<file path="src/rtl/shift_frame_pkg.sv">
// Shared definitions for the shift_frame_ctrl sequencer: state encoding and
// the counter-width helper used to size the bit and idle counters.
package shift_frame_pkg;

    typedef enum logic [1:0] {
        ST_IDLE  = 2'd0,
        ST_SHIFT = 2'd1,
        ST_CAPT  = 2'd2
    } state_e;

    // Width needed to count 0..n-1; never below one bit.
    function automatic int cnt_width(input int n);
        return (n <= 2) ? 1 : $clog2(n);
    endfunction

endpackage

</file>
<file path="src/rtl/frame_bit_cnt.sv">
// Clear/increment counter with a terminal-count flag at TERM.
// Used for the frame bit counter and, when enabled, the mid-frame idle counter.
module frame_bit_cnt #(
    parameter int WIDTH = 7,
    parameter int TERM  = 127
) (
    input  logic clk,
    input  logic rst,
    input  logic clr,
    input  logic inc,
    output logic tc
);

    logic [WIDTH-1:0] cnt_q, cnt_d;

    // Clear wins over increment so a terminal bit can restart the count.
    always_comb begin
        cnt_d = cnt_q;
        if (clr) begin
            cnt_d = '0;
        end else if (inc) begin
            cnt_d = cnt_q + WIDTH'(1);
        end
    end

    // Count register.
    always_ff @(posedge clk) begin
        if (rst) begin
            cnt_q <= '0;
        end else begin
            cnt_q <= cnt_d;
        end
    end

    assign tc = (cnt_q == WIDTH'(TERM));

endmodule

</file>
<file path="src/rtl/shift_frame_ctrl.sv">
// Sequencer for an external serial-to-parallel shift_reg: gates its active-low
// enable with bit strobes, counts NDATA bits, captures the parallel word into
// a holding register and offers it over valid/ready.
// Optional mid-frame timeout: define SHIFT_FRAME_CTRL_TIMEOUT_EN.
module shift_frame_ctrl
    import shift_frame_pkg::*;
#(
    parameter int NDATA   = 128,
    parameter int TIMEOUT = 1024
) (
    input  logic             clk,
    input  logic             rst,
    input  logic             start,
    input  logic             bit_vld,
    input  logic             bit_in,
    output logic             sr_din,
    output logic             sr_ena,
    input  logic [NDATA-1:0] sr_dout,
    output logic [NDATA-1:0] frame,
    output logic             frame_vld,
    input  logic             frame_rdy,
    output logic             busy,
`ifdef SHIFT_FRAME_CTRL_TIMEOUT_EN
    output logic             abort,
`endif
    output logic             ovf
);

    localparam int CNT_W = cnt_width(NDATA);

    state_e           state_q, state_d;
    logic [NDATA-1:0] frame_q, frame_d;
    logic             frame_vld_q, frame_vld_d;
    logic             ovf_q, ovf_d;
    logic             bit_clr, bit_inc, bit_tc;
    logic             timeout;

    // TIMEOUT only matters with the timeout feature; a non-positive value has
    // no meaning, and this empty branch keeps the parameter referenced in
    // both builds.
    if (TIMEOUT < 1) begin : g_timeout_out_of_range
    end

    frame_bit_cnt #(
        .WIDTH (CNT_W),
        .TERM  (NDATA - 1)
    ) u_bit_cnt (
        .clk (clk),
        .rst (rst),
        .clr (bit_clr),
        .inc (bit_inc),
        .tc  (bit_tc)
    );

`ifdef SHIFT_FRAME_CTRL_TIMEOUT_EN
    logic abort_q, abort_d;
    logic idle_clr, idle_inc, idle_tc;

    // Idle counter runs only while waiting for a bit in SHIFT; any bit or
    // leaving SHIFT restarts it, so it is already zero on entry to SHIFT.
    assign idle_inc = (state_q == ST_SHIFT) && !bit_vld;
    assign idle_clr = !idle_inc;

    frame_bit_cnt #(
        .WIDTH (cnt_width(TIMEOUT)),
        .TERM  (TIMEOUT - 1)
    ) u_idle_cnt (
        .clk (clk),
        .rst (rst),
        .clr (idle_clr),
        .inc (idle_inc),
        .tc  (idle_tc)
    );

    // Terminal count plus one more idle cycle makes TIMEOUT bitless cycles.
    assign timeout = idle_inc && idle_tc;
    assign abort_d = timeout;
    assign abort   = abort_q;

    // Abort pulse register.
    always_ff @(posedge clk) begin
        if (rst) begin
            abort_q <= 1'b0;
        end else begin
            abort_q <= abort_d;
        end
    end
`else
    assign timeout = 1'b0;
`endif

    // Next-state and bit-counter control.
    always_comb begin
        state_d = state_q;
        bit_clr = 1'b0;
        bit_inc = 1'b0;
        case (state_q)
            ST_IDLE: begin
                if (start) begin
                    state_d = ST_SHIFT;
                    bit_clr = 1'b1;
                end
            end
            ST_SHIFT: begin
                if (bit_vld) begin
                    if (bit_tc) begin
                        state_d = ST_CAPT;
                        bit_clr = 1'b1;
                    end else begin
                        bit_inc = 1'b1;
                    end
                end else if (timeout) begin
                    state_d = ST_IDLE;
                    bit_clr = 1'b1;
                end
            end
            ST_CAPT: begin
                state_d = ST_IDLE;
            end
            default: begin
                state_d = ST_IDLE;
                bit_clr = 1'b1;
            end
        endcase
    end

    // Holding register: load on a free slot in CAPT, else drop and flag
    // overflow; outside CAPT a handshake simply empties the slot.
    always_comb begin
        frame_d     = frame_q;
        frame_vld_d = frame_vld_q;
        ovf_d       = 1'b0;
        if (state_q == ST_CAPT) begin
            if (!frame_vld_q || frame_rdy) begin
                frame_d     = sr_dout;
                frame_vld_d = 1'b1;
            end else begin
                ovf_d = 1'b1;
            end
        end else if (frame_vld_q && frame_rdy) begin
            frame_vld_d = 1'b0;
        end
    end

    // State and output registers.
    always_ff @(posedge clk) begin
        if (rst) begin
            state_q     <= ST_IDLE;
            frame_q     <= '0;
            frame_vld_q <= 1'b0;
            ovf_q       <= 1'b0;
        end else begin
            state_q     <= state_d;
            frame_q     <= frame_d;
            frame_vld_q <= frame_vld_d;
            ovf_q       <= ovf_d;
        end
    end

    // Shift enable is forced inactive during reset so shift_reg holds.
    assign sr_din    = bit_in;
    assign sr_ena    = !((state_q == ST_SHIFT) && bit_vld && !rst);
    assign frame     = frame_q;
    assign frame_vld = frame_vld_q;
    assign busy      = (state_q == ST_SHIFT) || (state_q == ST_CAPT);
    assign ovf       = ovf_q;

endmodule
</file>
<file path="config.mk">
export PLATFORM = sky130hd
export DESIGN_NAME = shift_frame_ctrl
export DESIGN_NICKNAME = d
export VERILOG_FILES = /design/src/rtl/shift_frame_pkg.sv /design/src/rtl/frame_bit_cnt.sv /design/src/rtl/shift_frame_ctrl.sv
export SDC_FILE = /design/constraint.sdc
export NUM_CORES = 1
export LEC_CHECK = 0
export BUFFER_PORTS_ARGS = -buffer_cell sky130_fd_sc_hd__buf_2
export CORE_MARGIN = 10
export CORE_UTILIZATION = 25
export CTS_BUF_LIST = sky130_fd_sc_hd__clkbuf_2
export CTS_CLUSTER_DIAMETER = 120
export DETAILED_ROUTE_END_ITERATION = 16
export HOLD_SLACK_MARGIN = 0.03
export SETUP_SLACK_MARGIN = 0.3
export SYNTH_ARGS = -nofsm -noshare
export SYNTH_HDL_FRONTEND = slang
export SYNTH_SLANG_ARGS = --single-unit
</file>
<file path="constraint.sdc">
create_clock -name clk -period 1.3 [get_ports clk]
set_input_delay 0.065 -clock clk [delete_from_list [all_inputs] [get_ports clk]]
set_output_delay 0.065 -clock clk [all_outputs]
set_load 0.02 [all_outputs]
</file>
## After elaboration in Yosys (flattened, before gate mapping)

Cells that the tools add are included.

| operators by class | value |
|---|---|
| reduce and logical (&&, ||, !) cells | 15 |
| $add $sub $neg | 1 |
| equal/unequal tests | 7 |
| bitwise operators | 1 |
| multiplexer cells | 15 |

Operator list:

| kind | count |
|---|---|
| $mux W1 | 10 |
| $add A7 B1 Y7 const B | 1 |
| $eq A7 B7 Y1 const B | 1 |
| $mux W2 | 3 |
| $ne A2 B2 Y1 const B | 3 |
| $pmux W2 S2 | 1 |
| $reduce_and A2 Y1 | 2 |
| $reduce_or A2 Y1 | 2 |
| $logic_and A1 B1 Y1 | 3 |
| $logic_not A1 Y1 | 3 |
| $pmux W1 S3 | 1 |
| $reduce_and A3 Y1 | 1 |
| $eq A2 B1 Y1 const B | 1 |
| $eq A2 B2 Y1 const B | 1 |
| $logic_not A2 Y1 | 1 |
| $logic_or A1 B1 Y1 | 2 |
| $ne A2 B1 Y1 const B | 1 |
| $reduce_bool A2 Y1 | 1 |
| $not A1 Y1 | 1 |

| word-level totals | value |
|---|---|
| bits in registers | 139 |

## Logic depth before layout (Yosys ltp)

Gate-level depths: netlist (run 1).

| logic depth | value |
|---|---|
| word-level depth | 5 |
| gate-level depth with buffers | 7 |
| mapped depth without buffers | 6 |

## Cells and area by module

Synthesis (run 1) repeated with hierarchy kept, for this count alone.

| unflattened totals | value |
|---|---|
| cells, all modules | 651 |
| area, all modules | 5452.7 µm² |

By module, submodules not included:

| module | seq. area each (µm²) | instances | cells an instance | area an instance (µm²) |
|---|---|---|---|---|
| shift_frame_ctrl | 2642.5 | 1 | 616 | 5143.7 |
| frame_bit_cnt | 140.1 | 1 | 35 | 309.0 |

## Worst setup path before layout (run 1)

Ideal clock, no wire load.

| timing path | value |
|---|---|
| kind | register -> register |
| from | reg u_bit_cnt.cnt_q[0] |
| to | reg u_bit_cnt.cnt_q[0] |
| stages on the path, launching flop included | 6 |
| clock period less this slack | 1372 ps |
| library setup time | 67 ps |
| arrival | 1306 ps |
| setup slack | -72 ps |
| required time | 1233 ps |
| cell sequence | dfxtp_1 ha_1 and3_1 and3_4 or3_1 a21oi_2 |

| on the way | value |
|---|---|
| longest elaborated chain between the ends | 5 |

RTL lines:

| what | line | text |
|---|---|---|
| start, declared | frame_bit_cnt.sv:14 | `logic [WIDTH-1:0] cnt_q, cnt_d;` |
| start signal, assigned | frame_bit_cnt.sv:31 | `cnt_q <= cnt_d;` |
| $eq A7 B7 Y1 | frame_bit_cnt.sv:35 | `assign tc = (cnt_q == WIDTH'(TERM));` |
| $mux W1 | shift_frame_ctrl.sv:106 | `if (bit_tc) begin` |
| $mux W1 | shift_frame_ctrl.sv:105 | `if (bit_vld) begin` |
| $pmux W1 S3 | shift_frame_ctrl.sv:97 | `case (state_q)` |
| $reduce_or A2 Y1 (no source line) | -- |  |

Parallel ways exist; a longest one is shown, timed or not.
A chain may end at the register's enable or synchronous reset.

## Worst setup path in the final report (run 1)

| timing path | value |
|---|---|
| from | reg state_q[0] |
| to | out sr_ena |

| on the way | value |
|---|---|
| longest elaborated chain between the ends | 4 |

RTL lines:

| what | line | text |
|---|---|---|
| start, declared | shift_frame_ctrl.sv:31 | `state_e state_q, state_d;` |
| start signal, assigned | shift_frame_ctrl.sv:153 | `state_q <= state_d;` |
| $eq A2 B1 Y1 | shift_frame_ctrl.sv:162 | `assign sr_ena = !((state_q == ST_SHIFT) && bit_vld && !rst);` |
| $logic_and A1 B1 Y1 (2 in series) | shift_frame_ctrl.sv:162 |  |
| $logic_not A1 Y1 | shift_frame_ctrl.sv:162 |  |
| end, declared | shift_frame_ctrl.sv:17 | `output logic sr_ena,` |

Every way passes these cells.

==> results by group, run 1 <==
Yosys
  – Post-Synth Simple-Gate Area: 0.229
  – Seq cells post-synth: 139
  – Count of flip-flops with a built-in enable after synthesis: 0
  – Asr flop ratio synth: 0
  – Syn Nets: 766
  – Post-synthesis compound-gate area fraction: 0.143
  – Post-synthesis xor/xnor area fraction: 0.00528
  – Netlist cell types: 30
  – Mux contribution to synthesized area: 0.00201
  – Largest area contributor in the netlist: dfxtp_1
  – Synth top area share: 0.559
  – Post-Syn Area per Cell: 7.95 µm²
  – Largest family of logic cells by synthesized area: simple AND/OR/NAND/NOR gates
  – Primary FF master, synth: dfxtp_1
  – Adder-cell share of the synthesized area: 0.0151
  – Dominant cells by area after synthesis: dfxtp_1 (56%), nand2_1 (20%), a21oi_1 (13%), buf_2 (2.9%), ha_1 (1.5%)
  – Count leader, synth: nand2_1
  – Synthesis Warnings: 0
  – Syn Inst Count: 626
  – Synthesized cell area: 4980 µm²
  – Synth top cells by count: nand2_1 (261), dfxtp_1 (139), a21oi_1 (132)
  – Sequential fraction of the synthesis area: 0.559

Setup path
  – Endpoint type of the worst setup path: primary output
  – Critical Path Start Type: flop
  – CP max FO: 2
  – Arr. time, crit path: 1.75 ns
  – Worst endpoint required time: 1.24 ns
  – Setup CP Type: reg2out

CTS
  – Clock-pin slew on the worst setup and hold paths: 0.21 ns
  – Root buffer cell: clkbuf_2
  – H-Tree Depth: 4
  – CTS Buffer Depth: 2
  – Clock latency on the worst-skew pair: 0.70 ns
  – CTS tree: yes
  – CTS sink cnt: 139
  – TritonCTS Buffers: 17

Placed design
  – GPL Wtd Cong: 0.771
  – Port bufs: 264
  – HPWL after DPL: 12300 µm

Outcome
  – Failing checks: hold timing, setup timing
  – Status: complete, but fails checks

STA
  – Max_slew headroom: 0.318
  – Count of final setup violators: 162
  – Final worst path period need: 1.81 ns
  – RSZ-0062 raised after global routing: true
  – Fin. Hold Viols: 8
  – TNS Setup: -51.78 ns
  – Worst-margin pin slew: 1.02 ns
  – Hold Slack: -0.319 ns
  – Max Slew Vio Count: 0
  – Fin crit share: 1.39
  – Fmax: 0.552 GHz
  – Final WS setup: -0.511 ns
  – Clk_skew: 0.0397 ns

GRT
  – Global route total overflow: 0
  – First-pass GRT wire length: 38500 µm
  – Largest net degree at the start of global routing: 70
  – Initial antenna violation count: 5
  – Gr usage total: 0.188
  – Vias in the first global route: 6746

Drt
  – WL/cell: 21.0 µm
  – DR pass1 iterations: 4
  – DR vias/cell: 4.72
  – Final wirelength: 30500 µm
  – Drt drc: 0
  – Vias: 6837
  – 1st-iter DRT viols: 384
  – ANT nets after route: 0

Power
  – Lkg Pwr: 5.30 nW
  – Total power: 8.38 mW
  – Max VDD drop: 0.445 mV
  – Total power per unit cell area: 650 nW/µm²

Floorplanning
  – Core box area: 19500 µm²
  – Row count: 51
  – Die width: 161 µm
  – IO Count: 267
  – Full die area: 26000 µm²
  – DIE HEIGHT: 161 µm
  – Initial core utilization: 0.255

Final layout
  – Nets@finish: 1307
  – P&R area growth vs syn: 159%
  – Fraction of layout cells with a size suffix above 1: 0.734

Run
  – Max-cap violations: 0

Min path
  – Hold crit path type: in2reg
==> metal layers <==
metal	part of all wire	track usage	up-vias	wire length [µm]
met1	0.37	0.198	3313	11100
met5	0.00043	0	-	13
met3	0.071	0.0674	86	2170
met4	0.044	0.0703	2	1340
met2	0.52	0.336	304	15800
li1	-	-	3132	-
==> cells in the final DEF, fill, tap and decap left out, drive strengths merged <==
cell type       n
nand4           1
nor2            6
o21ai           1
and2            4
inv             6
a32o            1
clkbuf         24
mux2i           1
a211o           1
clkinvlp        2
a21oi         133
and4            1
clkinv          6
a211oi          1
nand3           6
buf           405
nand2         261
nand2b          4
nor2b           1
dlymetal6s4s    1
nand3b          1
a31oi           2
or3             1
dlygate4sd3   155
nor3            2
ha              6
xor2            3
bufinv          3
dfxtp         139
diode           4
and3            2
==> worst paths after layout <==
check | slack [ns] | startpoint | cells after the start | endpoint
worst min register to register | 0.48 | frame[19]$_SDFFE_PP0P_ | 2 | frame[19]$_SDFFE_PP0P_
worst min-delay path | -0.32 | bit_vld | 3 | state_q[1]$_SDFFE_PP0P_
worst max register to register | -0.48 | state_q[0]$_SDFFE_PP0P_ | 12 | frame[42]$_SDFFE_PP0P_
worst max-delay path | -0.51 | state_q[0]$_SDFFE_PP0P_ | 6 | sr_ena
==> layout make-up <==
type | instances | area, µm²
antenna | 4 | 10.0
clock buffer | 18 | 90.1
clock inverter | 14 | 168
fill | 1332 | 6640
inverter | 3 | 16.3
multi-input combinational | 439 | 3500
sequential | 139 | 3030
tap | 265 | 332
timing repair buffer | 567 | 5730
==> per-stage QoR <==
step,instance area (µm²),cells,setup WS (ns),util
2_1_floorplan,5170,626,-0.00510,-
3_3_place_gp,6740,1131,-0.0292,0.345
3_5_place_dp,6740,1131,-0.0498,0.345
4_1_cts,10700,1370,-0.593,0.547
5_1_grt,12900,1449,-0.635,0.660
6_report,12900,1449,-0.511,0.660
==> what timing repair did <==
item,4_1_cts,5_1_grt
hold buffers,154,2
buffers inserted,29,67
pin swaps,14,175
hold endpoints to repair,139,10
setup endpoints to repair,269,271
gates resized for setup,454,426
gates cloned,24,6
==> critical path, stage by stage (launching register included) <==
cell and delay, ns:
dfxtp_2 0.37, buf_6 0.11, ha_4 0.15, and2_4 0.14
buf_6 0.11, nand2b_4 0.06, buf_6 0.11
==> cell families (layout without fill, tap and decap cells) <==
logic type | Yosys count | after routing
AOI/OAI and AO/OA | 139 | 139
xor gates and xnor gates | 3 | 3
adders and majority gates | 6 | 6
buffers and inverters | 49 | 602
DFF | 139 | 139
muxes | 1 | 1
other | 0 | 4
and+or+nand+nor | 289 | 290
==> flip-flops by register name (all words and copies together) (netlist names) <==
name             flops
frame              128
frame_vld            1
ovf                  1
state_q              2
u_bit_cnt.cnt_q      7
==> report_power, final <==
group | internal (mW) | switching (mW) | leakage, nW
clock network | 1.09 | 1.75 | 0.153
registers | 4.21 | 0.0114 | 1.20
logic | 0.781 | 0.535 | 3.95
(Power assumes the default switching activity.)
==> run 2, diff against run 1 <==
--- a/config.mk
+++ b/config.mk
@@ -6,12 +6,15 @@
 export NUM_CORES = 1
 export LEC_CHECK = 0
 export BUFFER_PORTS_ARGS = -buffer_cell sky130_fd_sc_hd__buf_2
+export CELL_PAD_IN_SITES_DETAIL_PLACEMENT = 1
+export CELL_PAD_IN_SITES_GLOBAL_PLACEMENT = 2
 export CORE_MARGIN = 10
-export CORE_UTILIZATION = 25
+export CORE_UTILIZATION = 22
 export CTS_BUF_LIST = sky130_fd_sc_hd__clkbuf_2
 export CTS_CLUSTER_DIAMETER = 120
 export DETAILED_ROUTE_END_ITERATION = 16
 export HOLD_SLACK_MARGIN = 0.03
+export PLACE_DENSITY_LB_ADDON = 0.1
 export SETUP_SLACK_MARGIN = 0.3
 export SYNTH_ARGS = -nofsm -noshare
 export SYNTH_HDL_FRONTEND = slang
==> results by group, run 2 (same netlist as run 1, synthesis figures left out) <==
Final layout
  – Number of fill cells: 2389 (+79%)
  – Fraction of layout cells with a size suffix above 1: 0.634 (-0.100)
  – Multi-input gate area: 2830 µm² (-19%)
  – Commonest non-fill, non-tap cell in the layout: dlygate4sd3_1
  – P&R area growth vs syn: 149%
  – Post-route cell area: 12400 µm² (-3.6%)
  – Final Util: 0.564 (-0.0957)
  – Max FFs per register: 128 (unchanged)
  – Non-filler instance count after layout: 1470 (+1.4%)
  – Most frequent cells in the layout: dlygate4sd3_1 (185), buf_6 (154), nand2_1 (151)
  – Nets@finish: 1316 (+0.69%)
  – Seq. cell area: 2960 µm² (-2.3%)

Floorplanning
  – IO Count: 267 (unchanged)
  – Core box area: 22000 µm² (+13%)
  – Full die area: 29100 µm² (+12%)
  – DIE HEIGHT: 170 µm (+5.8%)
  – Initial core utilization: 0.226 (-0.0289)
  – Row count: 54 (+5.9%)
  – Die width: 170 µm (+5.8%)

Placed design
  – Port bufs: 264 (unchanged)
  – Placed cells: 1148 (+1.5%)
  – HPWL after DPL: 15300 µm (+24%)
  – Area after DPL: 6760 µm² (+0.32%)
  – GPL Wtd Cong: 0.717 (-7.0%)
  – DP Worst Slack: -0.121 ns (-0.0717 ns)

Drt
  – 1st-iter DRT viols: 198 (-48%)
  – Vias: 6609 (-3.3%)
  – ANT nets after route: 0 (unchanged)
  – Final wirelength: 30200 µm (-0.95%)
  – Drt drc: 0 (unchanged)
  – DR pass1 iterations: 4 (unchanged)
  – WL/cell: 20.5 µm (-2.4%)
  – DR vias/cell: 4.50 (-4.7%)

STA
  – Hold Slack: -0.286 ns (+0.0337 ns)
  – Max Slew Vio Count: 0 (unchanged)
  – Fin. Hold Viols: 9 (+1)
  – Count of final setup violators: 141 (-13%)
  – TNS Setup: -33.96 ns (+17.82 ns)
  – Fin crit share: 1.33 (-0.0611)
  – RSZ-0062 raised after global routing: true
  – Max_slew headroom: 0.647 (+0.329)
  – Fmax: 0.578 GHz (+4.6%)
  – Final WS setup: -0.431 ns (+0.0795 ns)
  – Clk_skew: 0.0495 ns (+0.00977 ns)
  – Worst-margin pin slew: 0.529 ns (-0.494 ns)
  – Final worst path period need: 1.73 ns (-0.0795 ns)

Setup path
  – Crit-path cells: inv_4 > ha_4 > and2_4 > buf_6 > nand2b_4 > buf_6
  – CP max-delay cell: dfxtp_2
  – CP max FO: 4 (+2)
  – Arr. time, crit path: 1.67 ns (-0.08 ns)
  – Setup CP Type: reg2out
  – Worst endpoint required time: 1.24 ns (about the same)
  – R2r setup slk: -0.36 ns (+0.12 ns)
  – Critical Path Start Type: flop
  – Most used cell, CP: buf_6
  – Endpoint type of the worst setup path: primary output
  – Delay of the slowest cell on the worst path: 0.39 ns (+0.02 ns)

CTS
  – Root buffer cell: clkbuf_2
  – CTS Buffer Depth: 2 (unchanged)
  – CTS tree: yes
  – TritonCTS Buffers: 17 (unchanged)
  – Clock-pin slew on the worst setup and hold paths: 0.18 ns (-0.03 ns)
  – Clock latency on the worst-skew pair: 0.71 ns (about the same)
  – CTS sink cnt: 139 (unchanged)
  – H-Tree Depth: 4 (unchanged)

Outcome
  – Status: complete, but fails checks
  – Failing checks: hold timing, setup timing

Power
  – Max VDD drop: 0.454 mV (+2.2%)
  – Lkg Pwr: 5.20 nW (-1.8%)
  – Total power per unit cell area: 718 nW/µm² (+10%)
  – Total power: 8.91 mW (+6.4%)

GRT
  – Gr usage total: 0.185 (-0.00276)
  – Initial antenna violation count: 2 (-3)
  – Vias in the first global route: 7184 (+6.5%)
  – Global route total overflow: 0 (unchanged)
  – Largest net degree at the start of global routing: 72 (+2.9%)
  – First-pass GRT wire length: 41700 µm (+8.4%)

Min path
  – Hold crit path type: in2reg

Run
  – Max-cap violations: 0 (unchanged)
-- run 2: cell types whose count changed in the layout (fill, tap and decap cells not counted), sizes merged, moves of 2 or more --
cell,delta
buf,-24
bufinv,+3
clkbuf,+2
diode,-2
dlygate4sd3,+30
inv,-2
nand2,+2
-- run 2: where the power goes --
group | leakage, nW | total, mW | switching [mW] | internal (mW)
clock network | 0.179 | 3.41 | 1.78 | 1.63
logic | 3.83 | 1.19 | 0.479 | 0.709
registers | 1.19 | 4.31 | 0.0323 | 4.28
-- run 2: what timing repair did --
action | 4_1_cts | 5_1_grt
gates resized for setup | 517 | 179
pin swaps | 41 | 45
hold buffers | 174 | 11
endpoints found under the setup margin | 269 | 271
buffers inserted | 35 | 32
cloned | 27 | 10
endpoints found under the hold margin | 139 | 22
-- run 2: layer usage --
layer,vias to the layer above,GRT usage,part of all wire
li1,3147,-,-
met1,3223,0.191,0.38
met2,205,0.349,0.54
met3,34,0.0604,0.063
met4,0,0.0523,0.019
met5,-,0,0
-- run 2: final timing paths --
check	from	cells past startpoint	end
max	state_q[1]$_SDFFE_PP0P_	6	sr_ena
min	bit_vld	3	state_q[1]$_SDFFE_PP0P_
max reg2reg	state_q[1]$_SDFFE_PP0P_	9	frame[28]$_SDFFE_PP0P_
min reg2reg	frame[88]$_SDFFE_PP0P_	2	frame[88]$_SDFFE_PP0P_
-- run 2: worst max-delay path, delay by kind of cell, from the launching register on --
family,cells,cell delay (ns)
buffers and inverters,3,0.26
DFF,1,0.39
and+or+nand+nor,2,0.19
adders and majority gates,1,0.16
-- run 2: final cells by class --
cell class / instances / area share
Multi-Input combinational cell: 441 / 0.228
Tap cell: 280 / 0.0282
Sequential cell: 139 / 0.238
Clock inverter: 13 / 0.0179
Antenna cell: 2 / 0.000403
Inverter: 3 / 0.00131
Clock buffer: 18 / 0.00725
Timing Repair Buffer: 574 / 0.479
